<file path="src/rtl/dac_spi_loader.sv">
// dac_spi_loader: latches NI DAC write strobes and sends each pending value as a 16-bit SPI frame followed by an LDAC pulse
module dac_spi_loader #(
    parameter int CLK_DIV     = 4,
    parameter int LDAC_CYCLES = 2
) (
    input  logic       clk,
    input  logic       rst,
    input  logic [7:0] din,
    input  logic       set_hvdac,
    input  logic       set_biasdac,
    input  logic       set_thrshdac,
    output logic       dac_sclk,
    output logic       dac_sdi,
    output logic       dac_cs_n,
    output logic       dac_ldac_n,
    output logic       busy,
    output logic [2:0] pending
);
    localparam logic [2:0] IDLE    = 3'd0;
    localparam logic [2:0] LOAD    = 3'd1;
    localparam logic [2:0] SHIFT   = 3'd2;
    localparam logic [2:0] CS_HOLD = 3'd3;
    localparam logic [2:0] LDAC    = 3'd4;
    localparam logic [2:0] GAP     = 3'd5;
    localparam int MAXC = CLK_DIV > LDAC_CYCLES ? CLK_DIV : LDAC_CYCLES;
    localparam int CW = $clog2(MAXC + 1);
    localparam logic [CW-1:0] DIV_LAST = CW'(CLK_DIV - 1);
    localparam logic [CW-1:0] LDAC_LAST = CW'(LDAC_CYCLES - 1);

    logic [2:0]      strobe, strobe_q, ev, clr, pending_q, pending_d, state_q, state_d;
    logic [2:0][7:0] pend_data_q, pend_data_d;
    logic [15:0]     shreg_q, shreg_d;
    logic [3:0]      bit_q, bit_d;
    logic [CW-1:0]   cnt_q, cnt_d;
    logic [1:0]      sel;
    logic [7:0]      sel_data;
    logic            cnt_done, sclk_q, sclk_d, sdi_q, sdi_d, cs_n_q, cs_n_d, ldac_n_q, ldac_n_d, busy_q;

    always_comb begin
        strobe = {set_thrshdac, set_biasdac, set_hvdac};
        ev = strobe & ~strobe_q;
        sel = pending_q[0] ? 2'd0 : pending_q[1] ? 2'd1 : 2'd2;
        sel_data = pending_q[0] ? pend_data_q[0] : pending_q[1] ? pend_data_q[1] : pend_data_q[2];
        cnt_done = cnt_q == DIV_LAST;
        state_d = state_q;
        shreg_d = shreg_q;
        bit_d = bit_q;
        cnt_d = cnt_q + 1'b1;
        sclk_d = sclk_q;
        sdi_d = sdi_q;
        cs_n_d = cs_n_q;
        ldac_n_d = ldac_n_q;
        clr = 3'b000;
        case (state_q)
            IDLE: begin
                cnt_d = '0;
                if (pending_q != 3'b000) begin
                    state_d = LOAD;
                    clr = 3'b001 << sel;
                    shreg_d = {2'b00, sel, sel_data, 4'b0000};
                    sdi_d = shreg_d[15];
                    cs_n_d = 1'b0;
                end
            end
            LOAD: begin
                state_d = SHIFT;
                cnt_d = '0;
                bit_d = '0;
                sclk_d = 1'b0;
            end
            SHIFT: begin
                if (cnt_done) begin
                    cnt_d = '0;
                    sclk_d = ~sclk_q;
                    if (sclk_q && bit_q == 4'd15) begin
                        state_d = CS_HOLD;
                        sdi_d = 1'b0;
                    end else if (sclk_q) begin
                        bit_d = bit_q + 4'd1;
                        shreg_d = shreg_q << 1;
                        sdi_d = shreg_q[14];
                    end
                end
            end
            CS_HOLD: begin
                if (cnt_done) begin
                    cnt_d = '0;
                    cs_n_d = 1'b1;
                    ldac_n_d = 1'b0;
                    state_d = LDAC;
                end
            end
            LDAC: begin
                if (cnt_q == LDAC_LAST) begin
                    cnt_d = '0;
                    ldac_n_d = 1'b1;
                    state_d = GAP;
                end
            end
            GAP: begin
                if (cnt_done) begin
                    cnt_d = '0;
                    state_d = IDLE;
                end
            end
            default: state_d = IDLE;
        endcase
        // a same-cycle event re-arms the channel being dispatched, so its new byte gets its own frame
        pending_d = (pending_q & ~clr) | ev;
        for (int i = 0; i < 3; i++) pend_data_d[i] = ev[i] ? din : pend_data_q[i];
    end

    always_ff @(posedge clk) begin
        if (rst) begin
            strobe_q <= '0;
            pending_q <= '0;
            pend_data_q <= '0;
            state_q <= IDLE;
            shreg_q <= '0;
            bit_q <= '0;
            cnt_q <= '0;
            sclk_q <= 1'b0;
            sdi_q <= 1'b0;
            cs_n_q <= 1'b1;
            ldac_n_q <= 1'b1;
            busy_q <= 1'b0;
        end else begin
            strobe_q <= strobe;
            pending_q <= pending_d;
            pend_data_q <= pend_data_d;
            state_q <= state_d;
            shreg_q <= shreg_d;
            bit_q <= bit_d;
            cnt_q <= cnt_d;
            sclk_q <= sclk_d;
            sdi_q <= sdi_d;
            cs_n_q <= cs_n_d;
            ldac_n_q <= ldac_n_d;
            busy_q <= state_d != IDLE;
        end
    end

    assign dac_sclk = sclk_q;
    assign dac_sdi = sdi_q;
    assign dac_cs_n = cs_n_q;
    assign dac_ldac_n = ldac_n_q;
    assign busy = busy_q;
    assign pending = pending_q;
endmodule

</file>
<file path="config.mk">
export PLATFORM = sky130hd
export DESIGN_NAME = dac_spi_loader
export DESIGN_NICKNAME = d
export VERILOG_FILES = /design/src/rtl/dac_spi_loader.sv
export SDC_FILE = /design/constraint.sdc
export NUM_CORES = 1
export LEC_CHECK = 0
export CAP_MARGIN = 15
export CORE_ASPECT_RATIO = 1.25
export CORE_MARGIN = 10
export CORE_UTILIZATION = 60
export CTS_CLUSTER_SIZE = 14
export DETAILED_ROUTE_END_ITERATION = 7
export GPL_TIMING_DRIVEN = 0
export PLACE_DENSITY = 0.9
export SLEW_MARGIN = 15
export SYNTH_ARGS = -nofsm -noshare
export SYNTH_HDL_FRONTEND = slang
export SYNTH_SLANG_ARGS = --single-unit
</file>
<file path="constraint.sdc">
create_clock -name clk -period 4.4 [get_ports clk]
set_input_delay 0.88 -clock clk [delete_from_list [all_inputs] [get_ports clk]]
set_output_delay 0.88 -clock clk [all_outputs]
set_load 0.005 [all_outputs]
</file>
==> impl_results.md <==
- Status: complete, no violations
- CTS max path bufs: 2
- Iter 0 DRT Violations: around 160
- Routed WL per cell: between 10 and 15 µm
- #FFs+latches synth: 56
- Mapped Area: between 2000 and 2500 µm²
- Max Fanout on Critical Path: 9
- Rel. slew slack: between 60% and 70%
- Top cell type by total area after synthesis: dfxtp_1
- Critical path class: reg2reg
- Syn-to-layout area delta: 14.6%
- Die height: around 92 µm
- Num ports: 21
- Post-CTS Resized: 0
- Tightest Pin Transition: about 0.57 ns
- Fmax: between 400 and 500 MHz
- Final min period: 2.26 ns
- FILL cells: roughly 360
- Setup slack, reg-to-reg: between 2 and 2.5 ns
- Worst skew pair latency: between 0.3 and 0.4 ns
- DR DRC count: 0
- Core Area: about 4000 µm²
- Mean Syn Cell Area: 8.41 µm²
- Via Count: roughly 2200
- Largest net degree at the start of global routing: 17
- Max-slew violations: 0
- CTS Buf Count: 5
- Clock transition at the registers of the reported paths: approximately 0.1 ns
- Die X: just under 80 µm
- Setup Skew: between 0.002 and 0.003 ns
- Nets: between 300 and 400
- Synth area leaders: dfxtp_1, nand2_1, a21oi_1
- Startpoint Class: register
- Layout cells sized above 1: ~3.7%
- Grt total ovfl: 0
- Fin util: approximately 70%
- Number of synthesis warnings: 0
- ANT cells: 0
- Worst hold path type: reg2reg
- ANT nets after route: 0
- Synth cell count leaders: nand2_1, dfxtp_1, a21oi_1
- H-Tree Depth: 2
- Die area: between 7000 and 8000 µm²
- First-pass GRT wire length: 9630 µm
- Dominant cell by count in the synthesized netlist: nand2_1
- Synth top area share: 45.0%
- EDFF count, synth: 0
- DRT Pass-1 Iters: 4
- Leak Pwr: 0.992 nW
- Placer congestion estimate: ~0.84
- Post-route cell area: 2850 µm²
- Setup violators final: 0
- Worst vdd ir: between 0.0002 and 0.00025 V
- CTS tree: done
- Clk root buf: clkbuf_8
- Final Cycle Share: between 50% and 60%
- Mapped Cells: approximately 300
- Crit. End Element: register
- Post-DP HPWL: about 4000 µm
- Initial Utilization: about three fifths
- Row Count: 26
- Placed inst area: 2760 µm²
- Initial antenna violation count: 0
- Async S/R FF share, synth: 0%
- Ys flop type: dfxtp_1
- RSZ-0062 raised after global routing: false
- Max-capacitance violation count: 0
- Yosys cell types: 40
- CTS Sinks: 56
- Vias per cell: 5.67
- Setup Fix Bufs, Post-CTS: 0
- GRT Overall Usage: between 15 and 20%
- Post-Syn Nets: 314
- Hold Fails Final Rpt: 0
- Pwr per Cell Area: 360 nW/µm²
- Sequential area share after synthesis: between 40% and 50%
- Vias in the first global route: 2164
- Post-Route WL: 5480 µm
- Post-CTS Hold Fix Bufs: 0
- WP data required: between 4 and 5 ns
- Worst EP arrival: 2.51 ns
- Setup TNS Final: 0 ns
- Number of buffers added on ports: 20
placed cells by master (no fill, tap or decap), types with 3 or more instances in the layout:
cell type,instances
o21ai_0,15
o31ai_1,3
and2_1,3
nand4_1,3
nor2b_1,10
clkbuf_1,15
inv_1,5
ha_1,5
nand2_1,62
nand2b_1,4
buf_1,4
nor3_1,6
or3_1,5
clkdlybuf4s50_1,20
dfxtp_1,56
o2bb2ai_1,7
nand3_1,4
clkbuf_8,6
a21oi_1,44
mux2i_1,16
nand3b_1,3
report_power, final:
part | internal (mW) | switching [mW]
registers | 0.539 | 0.0221
clock network | 0.128 | 0.164
logic | 0.0752 | 0.0974
total | 0.742 | 0.284
critical path: stages, from the launching register on:
cell,delay (ns)
dfxtp_1,0.37
ha_1,0.18
ha_1,0.31
a21boi_1,0.18
a2111o_1,0.47
or3_1,0.35
buf_2,0.17
o2bb2ai_1,0.16
per-stage QoR:
| step | hold WS, ns | power, mW | cells | worst slack (ns) |
|---|---|---|---|---|
| finish | 0.459 | 1.03 | 380 | 2.14 |
| global route | 0.478 | 1.07 | 380 | 1.96 |
| CTS | 0.460 | 1.03 | 380 | 2.13 |
| detailed placement | 0.447 | 0.744 | 372 | 1.89 |
| global placement | 0.441 | 0.738 | 372 | 1.90 |
| floorplan | 0.432 | 0.685 | 296 | 2.44 |
routing by layer:
layer,part of all wire (%),GRT usage [%]
met1,43,17.7
met2,50,28.5
met3,5.0,4.30
met4,2.0,7.62
met5,0,0
path summary, 6_finish.rpt:
| kind | endpoint | startpoint | depth (start not counted) |
|---|---|---|---|
| max | shreg_q[5]$_SDFFE_PP0P_ | cnt_q[0]$_SDFF_PP0_ | 7 |
| min | pend_data_q[7]$_SDFFE_PP0P_ | pend_data_q[7]$_SDFFE_PP0P_ | 2 |
| max reg2reg | shreg_q[5]$_SDFFE_PP0P_ | cnt_q[0]$_SDFF_PP0_ | 7 |
| min reg2reg | pend_data_q[7]$_SDFFE_PP0P_ | pend_data_q[7]$_SDFFE_PP0P_ | 2 |
kinds of logic (layout without fill, tap and decap cells):
logic type	count (synthesis)	count (layout)	synth area share [%]
and+or+nand+nor	111	111	21.6
buffers and inverters	25	53	3.87
AOI/OAI and AO/OA	82	82	20.2
xor gates and xnor gates	1	1	0.352
muxes	16	16	6.44
DFF	56	56	45.0
adders and majority gates	5	5	2.51
registers in the layout (all words and copies together), names as in the netlist:
register and count:
pend_data_q 24, shreg_q 11, bit_q 4, cnt_q 3, pending 3, state_q 3
strobe_q 3, busy 1, dac_cs_n 1, dac_ldac_n 1, dac_sclk 1, dac_sdi 1
final cells by class:
| cell class | instances | area (µm²) | area share (%) |
|---|---|---|---|
| tap | 56 | 70.1 | 2.46 |
| multi-input combinational | 215 | 1270 | 44.6 |
| clock buffer | 7 | 86.3 | 3.03 |
| timing repair buffer | 20 | 200 | 7.02 |
| clock inverter | 1 | 7.51 | 0.263 |
| sequential | 56 | 1120 | 39.3 |
| buffer | 20 | 77.6 | 2.72 |
| inverter | 5 | 18.8 | 0.658 |
Power figures use the tool's default switching activity.
